## src/rtl/proc_mem_arbiter_if.sv

```systemverilog
// Bus bundle between the processor's two requesters, the memory port and the
// arbiter that shares that port between them.
interface proc_mem_arbiter_if #(
    parameter int ADDR_W = 32,
    parameter int DATA_W = 32,
    parameter int CNT_W  = 2
);
    // Request channels: a transfer happens on a cycle where val && rdy. Here
    // reqN_rdy is only high when that port is valid and wins the grant, so it
    // reads as "accepted this cycle". Responses carry no ready and must be taken.
    logic              req0_val;
    logic              req0_rdy;
    logic              req0_type;
    logic [ADDR_W-1:0] req0_addr;
    logic [DATA_W-1:0] req0_wdata;
    logic              resp0_val;
    logic [DATA_W-1:0] resp0_data;

    logic              req1_val;
    logic              req1_rdy;
    logic              req1_type;
    logic [ADDR_W-1:0] req1_addr;
    logic [DATA_W-1:0] req1_wdata;
    logic              resp1_val;
    logic [DATA_W-1:0] resp1_data;

    logic              mem_req_val;
    logic              mem_req_rdy;
    logic              mem_req_type;
    logic [ADDR_W-1:0] mem_req_addr;
    logic [DATA_W-1:0] mem_req_wdata;
    logic              mem_resp_val;
    logic [DATA_W-1:0] mem_resp_data;

    logic [CNT_W-1:0]  outstanding;
    logic              err;

    modport slave (
        input  req0_val, req0_type, req0_addr, req0_wdata,
        input  req1_val, req1_type, req1_addr, req1_wdata,
        input  mem_req_rdy, mem_resp_val, mem_resp_data,
        output req0_rdy, resp0_val, resp0_data,
        output req1_rdy, resp1_val, resp1_data,
        output mem_req_val, mem_req_type, mem_req_addr, mem_req_wdata,
        output outstanding, err
    );

    modport master (
        output req0_val, req0_type, req0_addr, req0_wdata,
        output req1_val, req1_type, req1_addr, req1_wdata,
        output mem_req_rdy, mem_resp_val, mem_resp_data,
        input  req0_rdy, resp0_val, resp0_data,
        input  req1_rdy, resp1_val, resp1_data,
        input  mem_req_val, mem_req_type, mem_req_addr, mem_req_wdata,
        input  outstanding, err
    );
endinterface

```

## src/rtl/proc_mem_arbiter.sv

```systemverilog
// Round-robin arbiter sharing one in-order memory port between instruction
// fetch (port 0) and data access (port 1), steering responses by an owner FIFO.
module proc_mem_arbiter #(
    parameter int ADDR_W  = 32,
    parameter int DATA_W  = 32,
    parameter int MAX_OUT = 2
) (
    input  logic              clk,
    input  logic              rst,
    proc_mem_arbiter_if.slave bus
);
    localparam int CNT_W = $clog2(MAX_OUT + 1);
    localparam int PTR_W = (MAX_OUT > 1) ? $clog2(MAX_OUT) : 1;
    localparam logic [CNT_W-1:0] CNT_MAX  = CNT_W'(MAX_OUT);
    localparam logic [PTR_W-1:0] PTR_LAST = PTR_W'(MAX_OUT - 1);

    logic [CNT_W-1:0]   count_q, count_d;
    logic [PTR_W-1:0]   head_q, head_d;
    logic [PTR_W-1:0]   tail_q, tail_d;
    logic [MAX_OUT-1:0] owner_q, owner_d;
    logic               prio_q, prio_d;
    logic               err_q, err_d;

    logic              any_val;
    logic              both_val;
    logic              below_max;
    logic              can_issue;
    logic              grant_port;
    logic              push;
    logic              pop;
    logic              stray;
    logic              fifo_nempty;
    logic              head_port;
    logic              sel_type;
    logic [ADDR_W-1:0] sel_addr;
    logic [DATA_W-1:0] sel_wdata;

    function automatic logic [PTR_W-1:0] ptr_inc(input logic [PTR_W-1:0] p);
        return (p == PTR_LAST) ? '0 : p + PTR_W'(1);
    endfunction

    // Grant decision. A full FIFO blocks issue even when a response pops the
    // same cycle, so the grant only looks at the registered count.
    always_comb begin
        any_val     = bus.req0_val || bus.req1_val;
        both_val    = bus.req0_val && bus.req1_val;
        below_max   = (count_q < CNT_MAX);
        can_issue   = bus.mem_req_rdy && below_max;
        grant_port  = both_val ? prio_q : bus.req1_val;
        push        = any_val && can_issue;
        fifo_nempty = (count_q != '0);
        head_port   = owner_q[head_q];
        pop         = bus.mem_resp_val && fifo_nempty;
        stray       = bus.mem_resp_val && !fifo_nempty;
        sel_type    = grant_port ? bus.req1_type  : bus.req0_type;
        sel_addr    = grant_port ? bus.req1_addr  : bus.req0_addr;
        sel_wdata   = grant_port ? bus.req1_wdata : bus.req0_wdata;
    end

    always_comb begin
        count_d = count_q;
        head_d  = head_q;
        tail_d  = tail_q;
        owner_d = owner_q;
        prio_d  = prio_q;
        err_d   = err_q || stray;

        unique case ({push, pop})
            2'b10:   count_d = count_q + CNT_W'(1);
            2'b01:   count_d = count_q - CNT_W'(1);
            default: count_d = count_q;
        endcase

        if (push) begin
            owner_d[tail_q] = grant_port;
            tail_d          = ptr_inc(tail_q);
            prio_d          = ~grant_port;
        end
        if (pop) begin
            head_d = ptr_inc(head_q);
        end
    end

    always_ff @(posedge clk or negedge rst) begin
        if (!rst) begin
            count_q <= '0;
            head_q  <= '0;
            tail_q  <= '0;
            owner_q <= '0;
            prio_q  <= 1'b1;
            err_q   <= 1'b0;
        end else begin
            count_q <= count_d;
            head_q  <= head_d;
            tail_q  <= tail_d;
            owner_q <= owner_d;
            prio_q  <= prio_d;
            err_q   <= err_d;
        end
    end

    // Every combinational output is forced low while reset is asserted.
    always_comb begin
        bus.req0_rdy      = rst && push && !grant_port;
        bus.req1_rdy      = rst && push && grant_port;
        bus.mem_req_val   = rst && any_val && below_max;
        bus.mem_req_type  = rst && sel_type;
        bus.mem_req_addr  = rst ? sel_addr  : '0;
        bus.mem_req_wdata = rst ? sel_wdata : '0;
        bus.resp0_val     = rst && pop && !head_port;
        bus.resp1_val     = rst && pop && head_port;
        bus.resp0_data    = rst ? bus.mem_resp_data : '0;
        bus.resp1_data    = rst ? bus.mem_resp_data : '0;
        bus.outstanding   = count_q;
        bus.err           = err_q;
    end

    a_one_grant : assert property (@(posedge clk) disable iff (!rst)
        !(bus.req0_rdy && bus.req1_rdy));
    a_count_cap : assert property (@(posedge clk) disable iff (!rst)
        count_q <= CNT_MAX);
endmodule

```

## src/flat_wrapper.sv

```systemverilog
// flat-port wrapper written by rule: the top's interface ports become plain ports
module proc_mem_arbiter_flat 
#(
    parameter int ADDR_W  = 32,
    parameter int DATA_W  = 32,
    parameter int MAX_OUT = 2
)
  (clk, rst, bus_req0_val, bus_req0_type, bus_req0_addr, bus_req0_wdata, bus_req1_val, bus_req1_type, bus_req1_addr, bus_req1_wdata, bus_mem_req_rdy, bus_mem_resp_val, bus_mem_resp_data, bus_req0_rdy, bus_resp0_val, bus_resp0_data, bus_req1_rdy, bus_resp1_val, bus_resp1_data, bus_mem_req_val, bus_mem_req_type, bus_mem_req_addr, bus_mem_req_wdata, bus_outstanding, bus_err);
  proc_mem_arbiter_if #(.ADDR_W(ADDR_W), .DATA_W(DATA_W), .CNT_W(($clog2(MAX_OUT + 1)))) bus_i ();
  input  logic clk;
  input  logic rst;
  input wire logic [$bits(bus_i.req0_val)-1:0] bus_req0_val;
  input wire logic [$bits(bus_i.req0_type)-1:0] bus_req0_type;
  input wire logic [$bits(bus_i.req0_addr)-1:0] bus_req0_addr;
  input wire logic [$bits(bus_i.req0_wdata)-1:0] bus_req0_wdata;
  input wire logic [$bits(bus_i.req1_val)-1:0] bus_req1_val;
  input wire logic [$bits(bus_i.req1_type)-1:0] bus_req1_type;
  input wire logic [$bits(bus_i.req1_addr)-1:0] bus_req1_addr;
  input wire logic [$bits(bus_i.req1_wdata)-1:0] bus_req1_wdata;
  input wire logic [$bits(bus_i.mem_req_rdy)-1:0] bus_mem_req_rdy;
  input wire logic [$bits(bus_i.mem_resp_val)-1:0] bus_mem_resp_val;
  input wire logic [$bits(bus_i.mem_resp_data)-1:0] bus_mem_resp_data;
  output wire logic [$bits(bus_i.req0_rdy)-1:0] bus_req0_rdy;
  output wire logic [$bits(bus_i.resp0_val)-1:0] bus_resp0_val;
  output wire logic [$bits(bus_i.resp0_data)-1:0] bus_resp0_data;
  output wire logic [$bits(bus_i.req1_rdy)-1:0] bus_req1_rdy;
  output wire logic [$bits(bus_i.resp1_val)-1:0] bus_resp1_val;
  output wire logic [$bits(bus_i.resp1_data)-1:0] bus_resp1_data;
  output wire logic [$bits(bus_i.mem_req_val)-1:0] bus_mem_req_val;
  output wire logic [$bits(bus_i.mem_req_type)-1:0] bus_mem_req_type;
  output wire logic [$bits(bus_i.mem_req_addr)-1:0] bus_mem_req_addr;
  output wire logic [$bits(bus_i.mem_req_wdata)-1:0] bus_mem_req_wdata;
  output wire logic [$bits(bus_i.outstanding)-1:0] bus_outstanding;
  output wire logic [$bits(bus_i.err)-1:0] bus_err;
  assign bus_i.req0_val = bus_req0_val;
  assign bus_i.req0_type = bus_req0_type;
  assign bus_i.req0_addr = bus_req0_addr;
  assign bus_i.req0_wdata = bus_req0_wdata;
  assign bus_i.req1_val = bus_req1_val;
  assign bus_i.req1_type = bus_req1_type;
  assign bus_i.req1_addr = bus_req1_addr;
  assign bus_i.req1_wdata = bus_req1_wdata;
  assign bus_i.mem_req_rdy = bus_mem_req_rdy;
  assign bus_i.mem_resp_val = bus_mem_resp_val;
  assign bus_i.mem_resp_data = bus_mem_resp_data;
  assign bus_req0_rdy = bus_i.req0_rdy;
  assign bus_resp0_val = bus_i.resp0_val;
  assign bus_resp0_data = bus_i.resp0_data;
  assign bus_req1_rdy = bus_i.req1_rdy;
  assign bus_resp1_val = bus_i.resp1_val;
  assign bus_resp1_data = bus_i.resp1_data;
  assign bus_mem_req_val = bus_i.mem_req_val;
  assign bus_mem_req_type = bus_i.mem_req_type;
  assign bus_mem_req_addr = bus_i.mem_req_addr;
  assign bus_mem_req_wdata = bus_i.mem_req_wdata;
  assign bus_outstanding = bus_i.outstanding;
  assign bus_err = bus_i.err;
  proc_mem_arbiter #(.ADDR_W(ADDR_W), .DATA_W(DATA_W), .MAX_OUT(MAX_OUT)) u_core (.clk(clk), .rst(rst), .bus(bus_i));
endmodule
```

## config.mk

```make
export PLATFORM = sky130hd
export DESIGN_NAME = proc_mem_arbiter_flat
export DESIGN_NICKNAME = d
export VERILOG_FILES = /design/src/rtl/proc_mem_arbiter_if.sv /design/src/rtl/proc_mem_arbiter.sv /design/src/flat_wrapper.sv
export SDC_FILE = /design/constraint.sdc
export NUM_CORES = 1
export LEC_CHECK = 0
export CAP_MARGIN = 40
export CORE_AREA = 2 2 118 120
export DETAILED_ROUTE_END_ITERATION = 6
export DIE_AREA = 0 0 120 122
export SLEW_MARGIN = 40
export SYNTH_ARGS = -nofsm -noshare
export SYNTH_HDL_FRONTEND = slang
export SYNTH_SLANG_ARGS = --single-unit
```

## constraint.sdc

```tcl
create_clock -name clk -period 2.82 [get_ports clk]
set_input_delay 0.564 -clock clk [delete_from_list [all_inputs] [get_ports clk]]
set_output_delay 0.564 -clock clk [all_outputs]
set_load 0.03 [all_outputs]
```

==> results.md <==
- Sequential share of the synthesized area: 0.0998
- Max_cap viols: 0
- DR vias: 3407
- CP max-delay cell: clkdlybuf4s50_1
- H-tree depth: 1
- Power per cell area: 417 mW/mm^2
- First-pass iteration count of the detailed router: 5
- Synth async-reset ratio: 1.00
- Total core area: 0.0135 mm^2
- Count leader, synth: a21oi_1
- Unrepaired setup endpoints after global routing: false
- Mean Syn Cell Area: 5.97 um^2
- Number of remaining DRC errors: 0
- Num CTS Buffers: 3
- DR WL/cell: 14.8 um
- First-pass GRT wire length: 16500 um
- Most used DFF post-synth: dfrtp_1
- Relative slew slack: 0.693
- Worst-Skew Late Latency: 0.23 ns
- Tightest Pin Transition: 0.459 ns
- Area grow syn2layout: 144%
- Clk buf depth: 2
- EDFF count, synth: 0
- Vias in the first global route: 3251
- Distinct cells, synth: 34
- Die Area: 0.0146 mm^2
- Hold-fix buffers at CTS: 0
- Final setup fails: 0
- Register area: 201 um^2
- PortBufs: 304
- Post-route cell area: 0.00492 mm^2
- Crit path DAT: 2.13 ns
- Yosys warns: 0
- Util after Layout: 0.364
- GPL Wtd Cong: 0.738
- Die Ht: 122 um
- Top cell type by total area after synthesis: a21oi_1
- Cell Chain, Critical Path: clkdlybuf4s50_1 -> and2b_2 -> buf_12 -> o21ai_0 -> a21oi_2 -> buf_4
- Antenna cell count: 0
- Synth top cells by count: a21oi_1 (66), nand3_1 (65), o21ai_1 (40), buf_4 (33), and2_1 (32)
- Post-layout nets: 756
- Synth Cell Area: 0.00202 mm^2
- Placed Area: 0.00483 mm^2
- CP required: 2.26 ns
- Grt ovf: 0
- Yosys top cell area share: 0.164
- Leakage: 2.06 nW
- Final hold vios: 0
- Starting DRT DRC Count: 122
- Clock Sinks: 8
- GRT Total Usage: 0.138
- Post-DP HPWL: 8860 um
- Final ANT Viol Nets: 0
- Area occupied by multi-input gates: 0.00141 mm^2
- IO Pins: 305
- Worst hold path type: flop to flop
- Clock-pin slew on the worst setup and hold paths: 0.03 ns
- Share of layout cells above drive strength 1: 0.271
- CTS tree: built
- Post-Synthesis Cells: 338
- Max incr delay on CP: 0.58 ns
- Layout fillers: 1410
- Final WL: 11400 um
- Status: completed
- CTS Root Cell: clkbuf_16
- Row Count: 43
- Area contributors post-synth: a21oi_1 (16%), nand3_1 (16%), buf_4 (12%)
- VDD IR-drop max: 0.249 mV
- Slew Viols, Final: 0
- Period utilisation layout: 0.957
- Largest net degree at the start of global routing: 70
- Die Wd: 120 um
- Clock skew: 0.00258 ns
- Initial Utilization: 0.149
- CP Capture Type: output pin
- WS Path Type: primary input to output pin
- Startpoint types: primary input
- Total negative slack: 0 ns
- Vias per cell: 4.45
- Mapped Nets: 507
- Fmax: 371 MHz
- Initial antenna violation count: 0
- Min cycle time layout: 2.70 ns
- Seq cells post-synth: 8
- Crit-path max FO: 38
routing by layer:
layer,GRT usage,vias to the layer above,wire (um)
li1,-,1657,-
met1,0.152,1568,4180
met5,0,-,0
met2,0.273,174,6150
met4,0.0279,0,108
met3,0.0248,8,921
what timing repair did:
item | 4_1_cts | 5_1_grt
endpoints found under the setup margin | 0 | 2
setup buffers | 0 | 0
resized for setup | 0 | 2
metrics by stage:
step | power [mW] | hold WS [ns] | cells | worst slack [ns]
3_3_place_gp | 1.80 | 0.440 | 762 | 0.103
3_5_place_dp | 1.82 | 0.450 | 762 | 0.0533
4_1_cts | 2.07 | 0.456 | 766 | 0.0233
5_1_grt | 2.18 | 0.480 | 766 | 0.00665
6_report | 2.05 | 0.453 | 766 | 0.121
2_1_floorplan | 1.12 | 0.268 | 338 | 0.268
area by class of cell:
| type | instances | share of cell area |
|---|---|---|
| Timing Repair Buffer | 315 | 0.609 |
| Multi-Input combinational cell | 257 | 0.286 |
| Tap cell | 180 | 0.0458 |
| Sequential cell | 8 | 0.0409 |
| Clock buffer | 4 | 0.0160 |
| Inverter | 2 | 0.00153 |
state kept, by name, summed over array words and instances, names as in the netlist:
register / count
u_core.tail_q: 1
u_core.prio_q: 1
u_core.bus.outstanding: 2
u_core.owner_q: 2
u_core.head_q: 1
u_core.bus.err: 1
path summary, 6_finish.rpt:
check,start,endpoint,slack [ns],depth (start not counted)
worst max-delay path,bus_req0_val,bus_mem_req_wdata[18],0.12,6
min in group asynchronous,rst,u_core.tail_q,0.68,2
max in group asynchronous,rst,u_core.bus.outstanding[1],1.81,2
worst min-delay path,u_core.bus.err,u_core.bus.err,0.45,1
worst min register to register,u_core.bus.err,u_core.bus.err,0.45,1
worst max register to register,u_core.bus.outstanding[1],u_core.bus.outstanding[1],1.23,5
logic make-up (layout without fill, tap and decap cells):
logic type / Yosys count / after routing / synth area share
AND/OR/NAND/NOR: 112 / 112 / 0.304
buffers and inverters: 73 / 321 / 0.208
XOR/XNOR: 5 / 5 / 0.0217
flip-flops: 8 / 8 / 0.0998
multiplexers: 3 / 3 / 0.0180
adder cells (fa/ha/maj): 1 / 1 / 0.00620
AO/OA/AOI/OAI: 136 / 136 / 0.342
cells in the final DEF, fill, tap and decap left out, types with 2 or more instances in the layout:
master           synthesis  layout
xnor2_1                  3       3
and2_1                  32      32
xor2_1                   2       2
o21ai_0                 26      26
clkdlybuf4s50_1          0     169
a21oi_2                  0       2
buf_4                   33     128
nor2_1                   5       5
nand2_1                  2       2
o21ai_1                 40      40
clkbuf_16                0       3
a21oi_1                 66      64
nand3_1                 65      65
buf_12                   0      17
and3_1                   2       2
inv_2                    1       2
dfrtp_1                  7       7
critical path, delay by kind of cell:
family	cells	cell delay, ns
buffers and inverters	3	0.97
and+or+nand+nor	1	0.25
AOI/OAI and AO/OA	2	0.33
power breakdown:
group	internal, mW	leakage [nW]	switching [mW]
sequential	0.174	0.0907	0.0639
combinational	0.711	1.94	0.858
clock	0.188	0.0382	0.0546
total	1.07	2.06	0.977
No activity file was read; power rests on OpenSTA's default activity.
